==> src/rtl/ula_div_seq_pkg.sv <==
// Shared definitions for the sequential ULA divider.
//   state_t : FSM state encoding (IDLE, CALC, FIX, DONE)
//   OP_DIV  : op code selecting the quotient
//   OP_MOD  : op code selecting the remainder
// The ULA decoder imports the same op code constants.
package ula_div_seq_pkg;

  typedef enum logic [1:0] {
    ST_IDLE = 2'd0,
    ST_CALC = 2'd1,
    ST_FIX  = 2'd2,
    ST_DONE = 2'd3
  } state_t;

  localparam logic [5:0] OP_DIV = 6'd4;
  localparam logic [5:0] OP_MOD = 6'd5;

endpackage

==> src/rtl/ula_div_seq_div_step.sv <==
// One restoring shift-subtract iteration of an unsigned divider.
//   rem      : current partial remainder (W+1 bits)
//   bit_in   : next dividend bit shifted in at the LSB
//   divisor  : unsigned divisor magnitude (W bits)
//   rem_next : partial remainder after this step
//   q_bit    : quotient bit produced by this step
// Purely combinational.
module ula_div_seq_div_step #(
  parameter int unsigned W = 32
) (
  input  logic [W:0]   rem,
  input  logic         bit_in,
  input  logic [W-1:0] divisor,
  output logic [W:0]   rem_next,
  output logic         q_bit
);

  logic [W+1:0] shifted;
  logic [W+1:0] diff;

  // One extra guard bit so the borrow of the trial subtraction is visible.
  always_comb begin
    shifted  = {rem, bit_in};
    diff     = shifted - {2'b00, divisor};
    q_bit    = ~diff[W+1];
    rem_next = q_bit ? diff[W:0] : shifted[W:0];
  end

endmodule

==> src/rtl/ula_div_seq.sv <==
// Sequential signed divider / remainder unit for the ULA.
//   clk     : clock, all state changes on the rising edge
//   rst     : synchronous active-high reset
//   start   : request, sampled only while idle
//   op      : operation code (OPDIV -> quotient, OPMOD -> remainder)
//   in1     : signed dividend
//   in2     : signed divisor
//   busy    : high while an operation is in progress
//   done    : one-cycle pulse when out holds a fresh result
//   out     : signed result, truncation toward zero
//   is_zero : out == 0, registered with out
//   dz      : divide-by-zero flag for the last result
// Magnitudes are divided unsigned over NUBITS cycles, signs are applied in FIX.
module ula_div_seq
  import ula_div_seq_pkg::*;
#(
  parameter int unsigned NUBITS = 32,
  parameter logic [5:0]  OPDIV  = OP_DIV,
  parameter logic [5:0]  OPMOD  = OP_MOD
) (
  input  logic              clk,
  input  logic              rst,
  input  logic              start,
  input  logic [5:0]        op,
  input  logic [NUBITS-1:0] in1,
  input  logic [NUBITS-1:0] in2,
  output logic              busy,
  output logic              done,
  output logic [NUBITS-1:0] out,
  output logic              is_zero,
  output logic              dz
);

  localparam int unsigned CW = $clog2(NUBITS + 1);

  state_t            state;
  state_t            state_next;

  logic [CW-1:0]     count;
  logic [NUBITS-1:0] quo;       // dividend magnitude shifting out, quotient shifting in
  logic [NUBITS-1:0] dvsr;
  logic [NUBITS:0]   rem;
  logic              op_mod;
  logic              sign1;
  logic              sign2;

  logic              accept;
  logic              last_step;
  logic [NUBITS:0]   rem_step;
  logic              q_bit;
  logic [NUBITS-1:0] result;
  logic              div_zero;

  always_comb begin
    accept    = start && ((op == OPDIV) || (op == OPMOD));
    last_step = (count == CW'(1));
  end

  ula_div_seq_div_step #(
    .W (NUBITS)
  ) u_div_step (
    .rem      (rem),
    .bit_in   (quo[NUBITS-1]),
    .divisor  (dvsr),
    .rem_next (rem_step),
    .q_bit    (q_bit)
  );

  // State register
  always_ff @(posedge clk) begin
    if (rst) begin
      state <= ST_IDLE;
    end else begin
      state <= state_next;
    end
  end

  // Next-state logic
  always_comb begin
    state_next = state;
    case (state)
      ST_IDLE: if (accept)    state_next = ST_CALC;
      ST_CALC: if (last_step) state_next = ST_FIX;
      ST_FIX:                 state_next = ST_DONE;
      ST_DONE:                state_next = ST_IDLE;
      default:                state_next = ST_IDLE;
    endcase
  end

  // FSM outputs
  always_comb begin
    busy = (state != ST_IDLE);
    done = (state == ST_DONE);
  end

  // Sign fix-up; a zero divisor forces an all-ones quotient, and the
  // remainder then equals |in1| which re-signs back to in1.
  always_comb begin
    div_zero = (dvsr == '0);
    if (op_mod) begin
      result = sign1 ? -rem[NUBITS-1:0] : rem[NUBITS-1:0];
    end else if (div_zero) begin
      result = '1;
    end else begin
      result = (sign1 ^ sign2) ? -quo : quo;
    end
  end

  // Datapath
  always_ff @(posedge clk) begin
    if (rst) begin
      count   <= '0;
      quo     <= '0;
      dvsr    <= '0;
      rem     <= '0;
      op_mod  <= 1'b0;
      sign1   <= 1'b0;
      sign2   <= 1'b0;
      out     <= '0;
      is_zero <= 1'b1;
      dz      <= 1'b0;
    end else begin
      case (state)
        ST_IDLE: begin
          if (accept) begin
            op_mod <= (op == OPMOD);
            sign1  <= in1[NUBITS-1];
            sign2  <= in2[NUBITS-1];
            // Negating the most-negative value yields itself, which is the
            // correct unsigned magnitude.
            quo    <= in1[NUBITS-1] ? -in1 : in1;
            dvsr   <= in2[NUBITS-1] ? -in2 : in2;
            rem    <= '0;
            count  <= CW'(NUBITS);
          end
        end
        ST_CALC: begin
          rem   <= rem_step;
          quo   <= {quo[NUBITS-2:0], q_bit};
          count <= count - CW'(1);
        end
        ST_FIX: begin
          out     <= result;
          is_zero <= (result == '0);
          dz      <= div_zero;
        end
        default: ;
      endcase
    end
  end

endmodule

==> config.mk <==
export PLATFORM = sky130hd
export DESIGN_NAME = ula_div_seq
export DESIGN_NICKNAME = d
export VERILOG_FILES = /design/src/rtl/ula_div_seq_pkg.sv /design/src/rtl/ula_div_seq_div_step.sv /design/src/rtl/ula_div_seq.sv
export SDC_FILE = /design/constraint.sdc
export NUM_CORES = 1
export LEC_CHECK = 0
export ABC_AREA = 1
export BUFFER_PORTS_ARGS = -buffer_cell sky130_fd_sc_hd__buf_2
export CAP_MARGIN = 10
export CELL_PAD_IN_SITES_DETAIL_PLACEMENT = 2
export CELL_PAD_IN_SITES_GLOBAL_PLACEMENT = 2
export CORE_ASPECT_RATIO = 1.25
export CORE_MARGIN = 4
export CORE_UTILIZATION = 32
export DETAILED_ROUTE_END_ITERATION = 16
export PLACE_DENSITY = 0.82
export SLEW_MARGIN = 20
export SYNTH_ARGS = -nofsm -noshare
export SYNTH_HDL_FRONTEND = slang
export SYNTH_HIERARCHICAL = 1
export SYNTH_SLANG_ARGS = --single-unit
==> constraint.sdc <==
create_clock -name clk -period 2.6 [get_ports clk]
set_input_delay 0.39 -clock clk [delete_from_list [all_inputs] [get_ports clk]]
set_output_delay 0.39 -clock clk [all_outputs]
set_load 0.05 [all_outputs]
==> qor.csv, run 1 <==
metric,value,unit
outcome,"finished, violations left",
synth_compound_area_share,15.2,%
syn_nets,2391,
worstMarginPinSlew,0.939,ns
synthMuxAreaShare,0,%
grt_util_all_layers,29.1,%
period_share,113,%
dp.cells,2906,
grt_pass1_vias,17761,
cts_made_buffers,17,
path_cells,inv_1 > ha_4 > nand2_2 > inv_1 > nand2_1 > nand2_1 > nand2_1 > a21oi_2 > nor2_4 > nand3_2 > buf_12 > nand3_1 > nand2_1 > nand2_1 > a21oi_2,
synth_edf_count,0,
hpwl,48600,µm
max-cap-violations,0,
grt_antenna_before_repair,0,
final.setup.tns,-4.16,ns
utilization,39.8,%
critPathTopFamily,simple AND/OR/NAND/NOR gates,
multiInputGateArea,8890,µm²
synth.most_common_cell,nand2_1,
grt_pass1_wl,101000,µm
drc_errors,0,
netlist_area,12800,µm²
async_reset_ff_share,0,%
drive_gt1_share,16.5,%
endpoint_kind,flip-flop,
finalSetupViolations,35,
cts_root_buf,clkbuf_16,
grt_max_degree,82,
port_buffers,108,
cp-start-kind,flip-flop,
clock_skew,0.0144,ns
fin_crit,2.94,ns
drt-initial-drc-count,976,
violations,negative setup slack,
num_vias,16590,
hold_violations,0,
cpMostUsedCell,nand2_1,
critical_path_buf_inv_count,3,
io_pins,109,
arrival,3.31,ns
yosys_register_bits,142,
avgSynthCellArea,5.63,µm²
die_y,232,µm
synth_top_family_by_area,simple AND/OR/NAND/NOR gates,
fmax,0.340,GHz
power.density,1160,nW/µm²
cp_max_fo,33,
fillers,5029,
wl,73200,µm
whs,0.242,ns
leakage,7.77,nW
slowest_stage,dfxtp_2,
relSlewSlack,37.4,%
synth_simple_gate_area_share,41.8,%
regArea,2880,µm²
area_growth,22.1,%
yosysTopAreaCellShare,22.2,%
initial_utilization,32.6,%
dpl-instance-area,14500,µm²
ys_types,46,
yosysTopAreaCell,dfxtp_1,
overflow,0,
worst_slack,-0.340,ns
hold_buffers,0,
synth_xor_area_share,4.03,%
yosys_warnings,6,
h-tree-depth,4,
netlist_instances,2275,
crit_required,2.97,ns
fp.dieW,187,µm
ir_drop,0.790,mV
dr.pass1.iters,5,
die_area,43300,µm²
synth.area.top_cells,"dfxtp_1 (22%), nand2_1 (21%), inv_1 (9.0%)",
final_max_slew_viol_count,0,
diodes,0,
path_clk_slew,0.08,ns
hold_path_class,input pin to flip-flop,
via_per_inst,5.63,
clock_path_buffers,2,
num_rows,81,
design_area,15600,µm²
nets,2550,
synth_common_cells,"nand2_1 (712), inv_1 (308), nor2_1 (240), nand3_1 (202), a21oi_1 (174)",
clk_latency,0.47,ns
cts_tree,done,
cts_sinks,142,
dominantRegCellSynth,dfxtp_1,
synth_fa_ha_area_share,4.26,%
worst-setup-path-type,flip-flop to flip-flop,
core_area,39300,µm²
fin_cells,2945,
ant_nets,0,
critPathMaxStageDelay,0.37,ns
ys_seq_area_share,22.2,%
place_congestion,0.946,
routedWlPerCell,24.9,µm
## flip-flops by register name (all words and copies together) (netlist names)
signal	flops
count	6
dvsr	32
dz	1
is_zero	1
op_mod	1
out	32
quo	32
rem	33
sign1	1
sign2	1
state	2
## placed cells by master (no fill, tap or decap), types with 9 or more instances in the layout
cell	instances
clkbuf_16	17
inv_2	11
buf_2	108
nand4_1	23
a21oi_1	169
o211ai_1	15
inv_1	301
o21ai_1	12
nand2_2	25
ha_4	22
nor3_1	15
nand3_1	201
o21ai_0	127
dfxtp_1	111
and2_1	12
ha_1	18
xnor2_1	11
buf_12	9
nand3b_1	13
nand2_1	692
nor2_1	231
xor2_1	48
nor2_2	11
buf_4	101
dfxtp_2	30
## cells by family after synthesis
| logic type | Yosys count |
|---|---|
| buffers and inverters | 399 |
| adders and majority gates | 43 |
| DFF | 142 |
| and+or+nand+nor | 1267 |
| xor gates and xnor gates | 59 |
| AOI/OAI and AO/OA | 365 |
## per-layer routing
metal	global-route usage (%)	vias to the layer above	routed length [µm]
met4	15.4	0	5430
met2	55.6	525	38200
met1	31.6	8243	27000
met5	0	-	0
li1	-	7579	-
met3	3.08	243	2550
## layout make-up
class	count	area share (%)
timing repair buffer	219	9.53
inverter	317	7.65
clock buffer	18	2.81
tap	498	3.98
sequential	142	18.4
multi-input combinational	1737	56.8
clock inverter	14	0.768
## power breakdown
group	switching [W]	internal [W]	leakage [nW]
logic	0.00867	0.00380	6.33
registers	0.000542	0.00266	1.17
clock network	0.00123	0.00128	0.269
## path summary, 6_finish.rpt
check / depth (start not counted) / to / startpoint / slack (ns)
min: 3 / quo[0] / in1[0] / 0.24
max reg2reg: 15 / rem[15] / dvsr[20] / -0.34
max: 15 / rem[15] / dvsr[20] / -0.34
min reg2reg: 2 / count[2] / count[2] / 0.47
## worst min-delay path: cells and delay by family
| kind | cells | cell delay (ns) |
|---|---|---|
| AOI/OAI and AO/OA | 1 | 0.07 |
| buffers and inverters | 1 | 0.12 |
| and+or+nand+nor | 1 | 0.08 |
## stage by stage
stage	setup slack (ns)	total power (W)
global placement	-0.0613	0.0135
global route	-0.345	0.0192
detailed placement	-0.164	0.0140
finish	-0.340	0.0182
CTS	-0.0288	0.0171
floorplan	0.566	0.0102
## repair_timing
item | in CTS | in global routing
gates cloned | 1 | 2
setup endpoints to repair | 34 | 46
buffers inserted | 3 | 1
resized for setup | 33 | 100
pin swaps | 5 | 8
Power figures use the tool's default switching activity.
==> run 2: changes to the inputs <==
--- a/config.mk
+++ b/config.mk
@@ -6,15 +6,15 @@
 export NUM_CORES = 1
 export LEC_CHECK = 0
 export ABC_AREA = 1
-export BUFFER_PORTS_ARGS = -buffer_cell sky130_fd_sc_hd__buf_2
 export CAP_MARGIN = 10
 export CELL_PAD_IN_SITES_DETAIL_PLACEMENT = 2
 export CELL_PAD_IN_SITES_GLOBAL_PLACEMENT = 2
 export CORE_ASPECT_RATIO = 1.25
 export CORE_MARGIN = 4
-export CORE_UTILIZATION = 32
+export CORE_UTILIZATION = 34
 export DETAILED_ROUTE_END_ITERATION = 16
-export PLACE_DENSITY = 0.82
+export DONT_BUFFER_PORTS = 1
+export PLACE_DENSITY = 0.94
 export SLEW_MARGIN = 20
 export SYNTH_ARGS = -nofsm -noshare
 export SYNTH_HDL_FRONTEND = slang
==> constraint.sdc (replaced) <==
create_clock -name clk -period 3.06 [get_ports clk]
set_input_delay 0.459 -clock clk [delete_from_list [all_inputs] [get_ports clk]]
set_output_delay 0.459 -clock clk [all_outputs]
set_load 0.05 [all_outputs]
==> qor.csv, run 2 (same netlist as run 1, synthesis figures left out) <==
metric,value,unit
worst-setup-path-type,flip-flop to flip-flop,
final.setup.tns,0,ns
cts_tree,done,
hold_buffers,0,
port_buffers,0,
power.density,1000,nW/µm²
area_growth,8.23,%
dpl-instance-area,13200,µm²
num_vias,16205,
fp.dieW,182,µm
top_register,rem,
rsz0062_at_grt,true,
cts_made_buffers,17,
multiInputGateArea,8470,µm²
arrival,3.36,ns
num_rows,79,
h-tree-depth,4,
grt_pass1_wl,108000,µm
initial_utilization,34.4,%
regArea,2860,µm²
hold_violations,0,
finalSetupViolations,0,
p_int,0.00560,W
place_congestion,0.893,
hold_start,rst,
endpoint_kind,flip-flop,
design_area,13900,µm²
die_y,225,µm
via_per_inst,5.92,
core_area,37300,µm²
ant_nets,0,
switchingPower,0.00832,W
drt-initial-drc-count,1066,
dr.pass1.iters,6,
clk_latency,0.47,ns
final_max_slew_viol_count,0,
drc_errors,0,
grt_antenna_before_repair,5,
wl,71200,µm
worstMarginPinSlew,0.860,ns
path_clk_slew,0.08,ns
period_share,98.1,%
crit_required,3.41,ns
largest_register_ffs,33,
grt_pass1_vias,18245,
cts_root_buf,clkbuf_16,
cp-startpoint,dvsr[28],
power,0.0139,W
clock_skew,0.0226,ns
final_cell_mix,"nand2_1 (711), inv_1 (308), nor2_1 (238)",
hpwl,52000,µm
swShare,59.8,%
p_clk_share,15.3,%
ir_drop,0.694,mV
max-cap-violations,0,
nets,2350,
relSlewSlack,42.3,%
dp_slack,-0.0507,ns
cp_max_fo,33,
outcome,"complete, no violations",
final_common_cell,nand2_1,
power_frac_comb,60.7,%
grt_max_degree,84,
seq_power_share,24.1,%
grt_util_all_layers,33.6,%
fin_crit,3.00,ns
routedWlPerCell,26.0,µm
worst_slack,0.0567,ns
overflow,0,
hold_path_class,input pin to flip-flop,
die_area,40900,µm²
leakage,6.75,nW
cp-start-kind,flip-flop,
drive_gt1_share,5.25,%
io_pins,109,
whs,0.0622,ns
r2r_start,dvsr[28],
fmax,0.333,GHz
clock_path_buffers,2,
fillers,4740,
cts_sinks,142,
## run 2: cell count changes in the layout (fill, tap and decap cells not counted), moves of 16 or more
cell     delta
dfxtp_2    -19
nand2_1    +19
buf_2     -108
buf_4      -81
ha_1       +22
nand2_2    -16
dfxtp_1    +20
ha_4       -22
## run 2: power groups by stage
stage | combinational [W] | sequential [W] | clock, W
floorplan | 0.00562 | 0.00306 | 0
global placement | 0.00711 | 0.00324 | 0
detailed placement | 0.00782 | 0.00331 | 0
CTS | 0.00809 | 0.00331 | 0.00214
global route | 0.00913 | 0.00338 | 0.00221
finish | 0.00845 | 0.00335 | 0.00213
## run 2: timing repair
action,in CTS,in global routing
buffers inserted,0,0
hold endpoints to repair,0,0
endpoints found under the setup margin,3,32
gates resized for setup,2,27
pin swaps,0,0
## run 2: cell type report
| type | instances | area share (%) |
|---|---|---|
| flip-flops and latches | 142 | 20.6 |
| clock inverters | 14 | 0.875 |
| repair buffers | 22 | 1.34 |
| diodes | 3 | 0.0541 |
| well taps | 486 | 4.39 |
| clock buffers | 18 | 3.10 |
| inverters | 317 | 8.58 |
| multi-input cells | 1734 | 61.1 |
## run 2: final timing paths
check	slack, ns	cells past startpoint	endpoint
hold reg to reg	0.49	2	count[2]
setup / recovery	0.06	14	rem[24]
hold / removal	0.06	1	count[1]
setup reg to reg	0.06	14	rem[24]
## run 2: through the flow
| stage | cells | util (%) |
|---|---|---|
| finish | 2736 | 37.2 |
| global route | 2735 | 37.2 |
| CTS | 2733 | 36.9 |
| detailed placement | 2701 | 35.4 |
| global placement | 2701 | 35.4 |
| floorplan | 2275 | - |
## run 2: critical path, cell delays in order, from the launching register on
cell and delay [ns]:
dfxtp_1 0.41, inv_1 0.15, ha_1 0.39, nand2_1 0.21
inv_1 0.07, nand2_1 0.06, and2_1 0.16, o21ai_1 0.11
nor2_2 0.27, nand2_2 0.22, nand2_8 0.25, nand3_2 0.13
nand2_1 0.12, nand2_1 0.06, a21oi_1 0.27
## run 2: metal layers
metal | up-vias | wire (µm) | part of all wire (%) | global-route usage [%]
li1 | 7176 | - | - | -
met1 | 8050 | 25700 | 36 | 34.4
met2 | 693 | 35900 | 50 | 60.3
met3 | 284 | 3320 | 4.7 | 5.78
met4 | 2 | 6220 | 8.7 | 26.7
met5 | - | 13 | 0.018 | 0
